File: config.mk
export PLATFORM = sky130hd
export DESIGN_NAME = axi_read_arbiter
export DESIGN_NICKNAME = d
export VERILOG_FILES = /design/src/rtl/core_config.sv /design/src/rtl/axi_read_arbiter.sv
export SDC_FILE = /design/constraint.sdc
export NUM_CORES = 1
export LEC_CHECK = 0
export BUFFER_PORTS_ARGS = -buffer_cell sky130_fd_sc_hd__buf_2
export CORE_AREA = 2 2 131 133
export CTS_CLUSTER_SIZE = 16
export DETAILED_ROUTE_END_ITERATION = 8
export DIE_AREA = 0 0 133 135
export GPL_TIMING_DRIVEN = 0
export PLACE_DENSITY = 0.53
export SLEW_MARGIN = 40
export SYNTH_ARGS = -nofsm -noshare
export SYNTH_HDL_FRONTEND = slang
export SYNTH_SLANG_ARGS = --single-unit
File: constraint.sdc
create_clock -name clk -period 2.9 [get_ports clk]
set_input_delay 0.145 -clock clk [delete_from_list [all_inputs] [get_ports clk]]
set_output_delay 0.145 -clock clk [all_outputs]
set_load 0.1 [all_outputs]
File: src/rtl/core_config.sv
// rtl/core_config.sv - shared bus widths for the read-path blocks
package core_config;
    localparam int ADDR_WIDTH     = 32;
    localparam int AXI_DATA_WIDTH = 64;
endpackage

File: src/rtl/axi_read_arbiter.sv
// rtl/axi_read_arbiter.sv - round-robin AR arbiter with per-master outstanding limit and R broadcast
// Optional registered R stage: define AXI_RD_ARB_RREG_EN.
module axi_read_arbiter
    import core_config::*;
#(
    parameter int NUM_MASTERS     = 2,
    parameter int MAX_OUTSTANDING = 2
) (
    input  logic                            clk,
    input  logic                            rst,
    input  logic [NUM_MASTERS-1:0]          m_arvalid,
    output logic [NUM_MASTERS-1:0]          m_arready,
    input  logic [NUM_MASTERS*8-1:0]        m_arid,
    input  logic [NUM_MASTERS*8-1:0]        m_arlen,
    input  logic [NUM_MASTERS*2-1:0]        m_arburst,
    input  logic [NUM_MASTERS*3-1:0]        m_arsize,
    input  logic [NUM_MASTERS*ADDR_WIDTH-1:0] m_araddr,
    input  logic [NUM_MASTERS*4-1:0]        m_arcache,
    output logic                            s_arvalid,
    input  logic                            s_arready,
    output logic [7:0]                      s_arid,
    output logic [7:0]                      s_arlen,
    output logic [1:0]                      s_arburst,
    output logic [2:0]                      s_arsize,
    output logic [ADDR_WIDTH-1:0]           s_araddr,
    output logic [3:0]                      s_arcache,
    input  logic                            s_rvalid,
    input  logic                            s_rlast,
    input  logic [7:0]                      s_rid,
    input  logic [AXI_DATA_WIDTH-1:0]       s_rdata,
    input  logic [1:0]                      s_rresp,
    output logic                            s_rready,
    output logic                            m_rvalid,
    output logic                            m_rlast,
    output logic [7:0]                      m_rid,
    output logic [AXI_DATA_WIDTH-1:0]       m_rdata,
    output logic [1:0]                      m_rresp,
    output logic                            rid_err
);
    localparam int GW = $clog2(NUM_MASTERS);
    localparam int CW = $clog2(MAX_OUTSTANDING + 1);

    typedef enum logic {IDLE, ISSUE} state_t;

    state_t                 state, state_next;
    logic [GW-1:0]          grant, last_grant, pick;
    logic [GW:0]            rr_sum;
    logic                   found;
    logic                   ar_done;
    logic [NUM_MASTERS-1:0] eligible, inc, dec;
    logic [CW-1:0]          outstanding [NUM_MASTERS];
    logic                   r_valid, r_last, r_known, err_hit;
    logic [7:0]             r_id;
    logic [AXI_DATA_WIDTH-1:0] r_data;
    logic [1:0]             r_resp;

    // Round-robin search starting just after the last master that completed an issue
    always_comb begin
        found  = 1'b0;
        pick   = '0;
        rr_sum = '0;
        for (int i = 0; i < NUM_MASTERS; i++) begin
            eligible[i] = m_arvalid[i] && (outstanding[i] < CW'(MAX_OUTSTANDING));
        end
        for (int k = 1; k <= NUM_MASTERS; k++) begin
            rr_sum = {1'b0, last_grant} + (GW+1)'(k);
            if (rr_sum >= (GW+1)'(NUM_MASTERS)) begin
                rr_sum = rr_sum - (GW+1)'(NUM_MASTERS);
            end
            if (!found && eligible[rr_sum[GW-1:0]]) begin
                found = 1'b1;
                pick  = rr_sum[GW-1:0];
            end
        end
    end

    always_ff @(posedge clk or negedge rst) begin
        if (!rst) begin
            state <= IDLE;
        end else begin
            state <= state_next;
        end
    end

    always_comb begin
        state_next = state;
        m_arready  = '0;
        unique case (state)
            IDLE: begin
                if (found && rst) begin
                    m_arready[pick] = 1'b1;
                    state_next      = ISSUE;
                end
            end
            ISSUE: begin
                if (s_arready) begin
                    state_next = IDLE;
                end
            end
            default: state_next = IDLE;
        endcase
    end

    assign s_arvalid = (state == ISSUE);
    assign ar_done   = (state == ISSUE) && s_arready;
    assign s_rready  = 1'b1;

    always_ff @(posedge clk or negedge rst) begin
        if (!rst) begin
            grant      <= '0;
            last_grant <= GW'(NUM_MASTERS - 1);
            s_arid     <= '0;
            s_arlen    <= '0;
            s_arburst  <= '0;
            s_arsize   <= '0;
            s_araddr   <= '0;
            s_arcache  <= '0;
        end else begin
            if (state == IDLE && found) begin
                grant     <= pick;
                s_arid    <= m_arid[int'(pick)*8 +: 8];
                s_arlen   <= m_arlen[int'(pick)*8 +: 8];
                s_arburst <= m_arburst[int'(pick)*2 +: 2];
                s_arsize  <= m_arsize[int'(pick)*3 +: 3];
                s_araddr  <= m_araddr[int'(pick)*ADDR_WIDTH +: ADDR_WIDTH];
                s_arcache <= m_arcache[int'(pick)*4 +: 4];
            end
            if (ar_done) begin
                last_grant <= grant;
            end
        end
    end

`ifdef AXI_RD_ARB_RREG_EN
    always_ff @(posedge clk or negedge rst) begin
        if (!rst) begin
            r_valid <= 1'b0;
            r_last  <= 1'b0;
            r_id    <= '0;
            r_data  <= '0;
            r_resp  <= '0;
        end else begin
            r_valid <= s_rvalid;
            r_last  <= s_rlast;
            r_id    <= s_rid;
            r_data  <= s_rdata;
            r_resp  <= s_rresp;
        end
    end
`else
    always_comb begin
        r_valid = rst && s_rvalid;
        r_last  = rst && s_rlast;
        r_id    = rst ? s_rid   : '0;
        r_data  = rst ? s_rdata : '0;
        r_resp  = rst ? s_rresp : '0;
    end
`endif

    assign m_rvalid = r_valid;
    assign m_rlast  = r_last;
    assign m_rid    = r_id;
    assign m_rdata  = r_data;
    assign m_rresp  = r_resp;

    // Counters follow the beat as seen on the master-side R bus
    always_comb begin
        r_known = (r_id < 8'(NUM_MASTERS));
        err_hit = r_valid && !r_known;
        for (int i = 0; i < NUM_MASTERS; i++) begin
            inc[i] = ar_done && (grant == GW'(i));
            dec[i] = r_valid && r_last && r_known && (r_id == 8'(i));
            if (dec[i] && (outstanding[i] == '0)) begin
                err_hit = 1'b1;
            end
        end
    end

    always_ff @(posedge clk or negedge rst) begin
        if (!rst) begin
            for (int i = 0; i < NUM_MASTERS; i++) begin
                outstanding[i] <= '0;
            end
            rid_err <= 1'b0;
        end else begin
            for (int i = 0; i < NUM_MASTERS; i++) begin
                if (inc[i] && !dec[i]) begin
                    outstanding[i] <= outstanding[i] + 1'b1;
                end else if (dec[i] && !inc[i] && (outstanding[i] != '0)) begin
                    outstanding[i] <= outstanding[i] - 1'b1;
                end
            end
            if (err_hit) begin
                rid_err <= 1'b1;
            end
        end
    end
endmodule
* Word level (Yosys, flattened, before mapping) *
Index checks and enable logic that the tools add are counted.

word-level totals
  flip-flop bits (word level) = 65
  input bits = 195
  output and inout bits = 138
  word-level logic and storage cells = 102

cells by class
  add/sub/neg operators = 8
  multipliers = 1
  $lt $le $gt $ge = 9
  eq/ne operators = 1
  shift operators = 6
  mux-type cells = 26
  bitwise gates (word level) = 2
  reductions and logical operators = 37

operators with widths
  operator             number
  $mux 64              1
  $shiftx 64x7->32     1
  $shiftx 16x5->8      2
  $logic_and 1x1->1    24
  $mux 1               15
  $mux 2               7
  $eq 8x1->1 const B   1
  $logic_not 8->1      1
  $lt 8x2->1 const B   1
  $mux 8               1
  $reduce_bool 2->1    4
  $shiftx 8x4->4       1
  $logic_not 1->1      6
  $lt 1x2->1 const B   3
  $shiftx 6x4->3       1
  $add 2x1->2 const B  2
  $ge 2x2->1 const B   2
  $logic_not 2->1      2
  $lt 2x2->1 const B   2
  $shiftx 4x3->2       1
  $sub 2x1->2 const B  2
  $mul 1x2->3 const B  1
  $add 1x1->2 const B  1
  $add 1x2->2 const B  1
  other kinds (5)      7

* Logic depth before layout (Yosys ltp) *
  depth in word-level cells = 15
  mapped depth = 6
  depth with buffers taken out = 4

* Least setup slack after synthesis *
No wires, ideal clock.

  path type = register -> output
  from = register state, in the netlist s_arvalid
  to = output m_arready[1]
  arrival = 3.264 ns
  required time = 2.755 ns
  slack = -0.509 ns
  stages on the path, launching flop included = 3
  buffers on the path = 1
  cell sequence = dfrtp_1 clkbuf_1 nor3b_1

on the way
  cells in the longest elaborated chain, start to end = 1

ends and longest elaborated chain
  item                    line                    text
  from (decl)             axi_read_arbiter.sv:45  state_t state, state_next;
  from (signal assigned)  axi_read_arbiter.sv:81  state <= state_next;
  $mux 2                  axi_read_arbiter.sv:88  unique case (state)
  to (decl)               axi_read_arbiter.sv:12  output logic [NUM_MASTERS-1:0] m_arready,

Every way passes these cells.

* Worst setup path after layout *
  from = input rst
  to = output m_rdata[17]

on the way
  cells in the longest elaborated chain, start to end = 1

ends and longest elaborated chain
  item         line                     text
  from (decl)  axi_read_arbiter.sv:10   input logic rst,
  $mux 64      axi_read_arbiter.sv:155  r_data = rst ? s_rdata : '0;
  to (decl)    axi_read_arbiter.sv:36   output logic [AXI_DATA_WIDTH-1:0] m_rdata,

Every way passes these cells.

==> flow_summary_export.csv <==
group,metric,value,unit
outcome,outcome,"complete, no violations",
die,io_pins,333,
global_route,antenna_found_initial,6,
clocking,cts_resized,0,
timing,fin_crit,2510,ps
place,pre_cts_slack,347,ps
place,dp_cells,942,
global_route,grt_pass1_wl,21.7,mm
logic_synthesis,synth_top_family_by_area,"simple AND/OR/NAND/NOR gates",
timing,finalCritPeriodShare,86.6,%
logic_synthesis,synth_cell_types,39,
timing,maxSlewViolCount,0,
logic_synthesis,synth.cells.most_frequent,"75 x and2_1, 64 x dfrtp_1, 60 x a21oi_1, 60 x nor2_1, 57 x mux2i_1",
power,p_seq_share,19.1,%
logic_synthesis,syn_inst,390,
setup_path,crit_fanout,36,
logic_synthesis,synthMuxAreaShare,15.8,%
logic_synthesis,yosysTopAreaCellShare,43.5,%
timing,report.final.hold_viol_count,0,
detailed_routing,wire_per_inst,15.4,um
clocking,cts_buffers,9,
setup_path,critPathLaunchType,"input port",
setup_path,worstReg2RegStart,"outstanding[3]$_DFFE_PN0P_",
detailed_routing,drtIter0Drc,112,
worst_hold_path,holdCritPathClass,"in2reg",
finish,layout-drive-gt1-share,50.6,%
clocking,clk_pin_slew,60,ps
power,power.switching,0.00516,W
clocking,cts_root_buffer,"clkbuf_16",
place,globalplace.congestion,0.744,
finish,areaGrowthSynthToFinish,64.0,%
power,swShare,61.7,%
setup_path,crit_required,2760,ps
setup_path,rr_endpoint,"s_arsize[0]$_DFFE_PN0P_",
logic_synthesis,ys.flop_type,"dfrtp_1",
logic_synthesis,yosys.area_share.adder,0,%
power,powerDensity,1380,mW/mm2
power,peakVddDrop,0.000849,V
die,die_w,133,um
clocking,clockBufferDepth,2,
finish,layout.nets,929,
detailed_routing,dr.pass1.iters,4,
finish,nFillCells,1719,
worst_hold_path,holdCritStartpoint,"s_arready",
power,p_clk_share,15.5,%
timing,rsz0062_at_grt,"false",
detailed_routing,drc,0,
logic_synthesis,synth.most_common_cell,"and2_1",
timing,setup_viol_count_final,0,
setup_path,end_kind,"primary output",
clocking,cts_max_level,3,
setup_path,rrSetupSlack,1090,ps
logic_synthesis,yosys_warnings,0,
place,dp_hpwl,12.0,mm
timing,fin_ws,389,ps
global_route,grt_remaining_overflow,0,
logic_synthesis,synth_compound_area_share,10.6,%
finish,fin_util,36.8,%
finish,final_area,0.00604,mm2
run,cap_violations,0,
power,pwr-share-comb,65.5,%
clocking,clock_sinks,65,
logic_synthesis,netlist_area,0.00368,mm2
logic_synthesis,syn_nets,585,
detailed_routing,routed_via_density,4.15,
die,initial_core_util,22.5,%
clocking,cts_tree,"built",
worst_hold_path,worstHoldPathCells,2,
setup_path,worst-setup-path-type,"in2out",
timing,fmax,398,MHz
logic_synthesis,seq_area_frac_synth,44.2,%
die,dieArea,0.0180,mm2
worst_hold_path,min_to,"s_arvalid$_DFF_PN0_",
die,fp-row-count,47,
global_route,grt_pass1_vias,3871,
timing,finalSetupTns,0,ps
logic_synthesis,synthXorXnorAreaFrac,0.238,%
logic_synthesis,yosys.area_share.simple,24.0,%
setup_path,reg2reg_depth,5,
logic_synthesis,avgSynthCellArea,9.44,um2
detailed_routing,routed_wl,14.9,mm
detailed_routing,antenna_left,0,
detailed_routing,vias,4005,
logic_synthesis,synth-edff-count,0,
power,intPower,0.00320,W
power,p_leak,3.25,nW
global_route,grt_max_degree,37,
timing,skew,12.6,ps
logic_synthesis,synth_top_area_cell,"dfrtp_1",
finish,stdcell_count,965,
timing,relSlewSlack,63.7,%
die,core,0.0164,mm2
clocking,clock_latency,330,ps
logic_synthesis,synth.area.top_cells,"dfrtp_1 43%, mux2i_1 15%, and2_1 13%",
setup_path,arrival,2370,ps
die,die_h,135,um
logic_synthesis,synth-seq-cells,65,
timing,tightest_slew,549,ps
place,dpl_cell_area,0.00565,mm2
place,numPortBuffers,331,
global_route,grtUsageTotal,16.2,%
logic_synthesis,synth_async_sr_flop_share,100,%
[layout make-up]
type / instances / area [um2] / area share [%]
flip-flops and latches: 65 / 1630 / 27.0
plain buffers: 29 / 169 / 2.80
multi-input cells: 292 / 1880 / 31.1
clock buffers: 10 / 239 / 3.96
well taps: 220 / 275 / 4.56
inverters: 3 / 11.3 / 0.186
clock inverters: 6 / 113 / 1.86
repair buffers: 334 / 1710 / 28.4
diodes: 6 / 15.0 / 0.249
[power by group through the flow]
stage,Combinational [W],Sequential (W),Clock [W]
floorplan,0.00157,0.00449,0
global placement,0.00549,0.00160,0
detailed placement,0.00552,0.00160,0
CTS,0.00553,0.00160,0.00134
global route,0.00570,0.00166,0.00138
finish,0.00547,0.00159,0.00129
[routing by layer]
layer | track usage, % | share of wire (%) | up-vias
met5 | 0 | 0 | -
met1 | 17.1 | 37 | 1792
met2 | 29.0 | 52 | 187
li1 | - | - | 2005
met4 | 8.48 | 3.0 | 0
met3 | 5.07 | 7.5 | 21
[cell families after synthesis]
logic type             after synthesis
AND/OR/NAND/NOR                    161
XOR/XNOR                             1
other                                1
AO/OA/AOI/OAI                       71
flip-flops                          65
buffers and inverters               33
multiplexers                        58
[critical path, cell delays in order]
cell and delay [ps]:
dlygate4sd3_1 550, buf_6 120, buf_12 220, buf_2 360, clkbuf_1 320, and2_1 200, buf_2 430
[state kept, by name, indices dropped and copies added, names as in the netlist]
signal,cells
s_arlen,8
outstanding,4
s_arid,8
s_arburst,2
last_grant,1
rid_err,1
s_arsize,3
grant,1
s_arvalid,1
s_arcache,4
s_araddr,32
[worst max-delay path by stage]
| stage | from | end | cells after the start |
|---|---|---|---|
| 2_1_floorplan | s_arvalid$_DFF_PN0_ | m_arready[1] | 2 |
| 3_3_place_gp | rst | m_rdata[55] | 6 |
| 3_5_place_dp | rst | m_rdata[55] | 7 |
| 4_1_cts | rst | m_rdata[55] | 8 |
| 5_1_grt | rst | m_rdata[55] | 7 |
| 6_report | rst | m_rdata[17] | 7 |
[metrics by stage]
stage / total power (W) / hold slack, ps
floorplan: 0.00606 / -151
global placement: 0.00709 / 388
detailed placement: 0.00712 / 52.3
CTS: 0.00846 / 28.1
global route: 0.00874 / 47.7
finish: 0.00836 / 50.7
[layout by cell type (no fill, tap or decap), types with 2 or more instances in the layout]
| cell type | Yosys | final |
|---|---|---|
| diode_2 | 0 | 6 |
| bufinv_16 | 0 | 3 |
| mux2i_1 | 57 | 57 |
| nor3_2 | 2 | 2 |
| buf_6 | 6 | 7 |
| and2_1 | 75 | 75 |
| and3_1 | 2 | 2 |
| nand3_1 | 3 | 3 |
| buf_12 | 0 | 2 |
| nor2_1 | 60 | 60 |
| clkbuf_1 | 16 | 15 |
| clkbuf_16 | 0 | 9 |
| inv_1 | 3 | 3 |
| nand3b_1 | 2 | 2 |
| nand2_1 | 6 | 6 |
| a21oi_1 | 60 | 60 |
| dfrtp_1 | 64 | 64 |
| and4_1 | 2 | 2 |
| buf_4 | 2 | 2 |
| buf_2 | 6 | 336 |
| o21ai_0 | 2 | 2 |
[what timing repair did]
action / 4_1_cts / 5_1_grt
endpoints found under the hold margin: 30 / 0
hold buffers: 2 / 0
endpoints found under the setup margin: 0 / 10
setup buffers: 0 / 0
No activity file was read; power rests on OpenSTA's default activity.
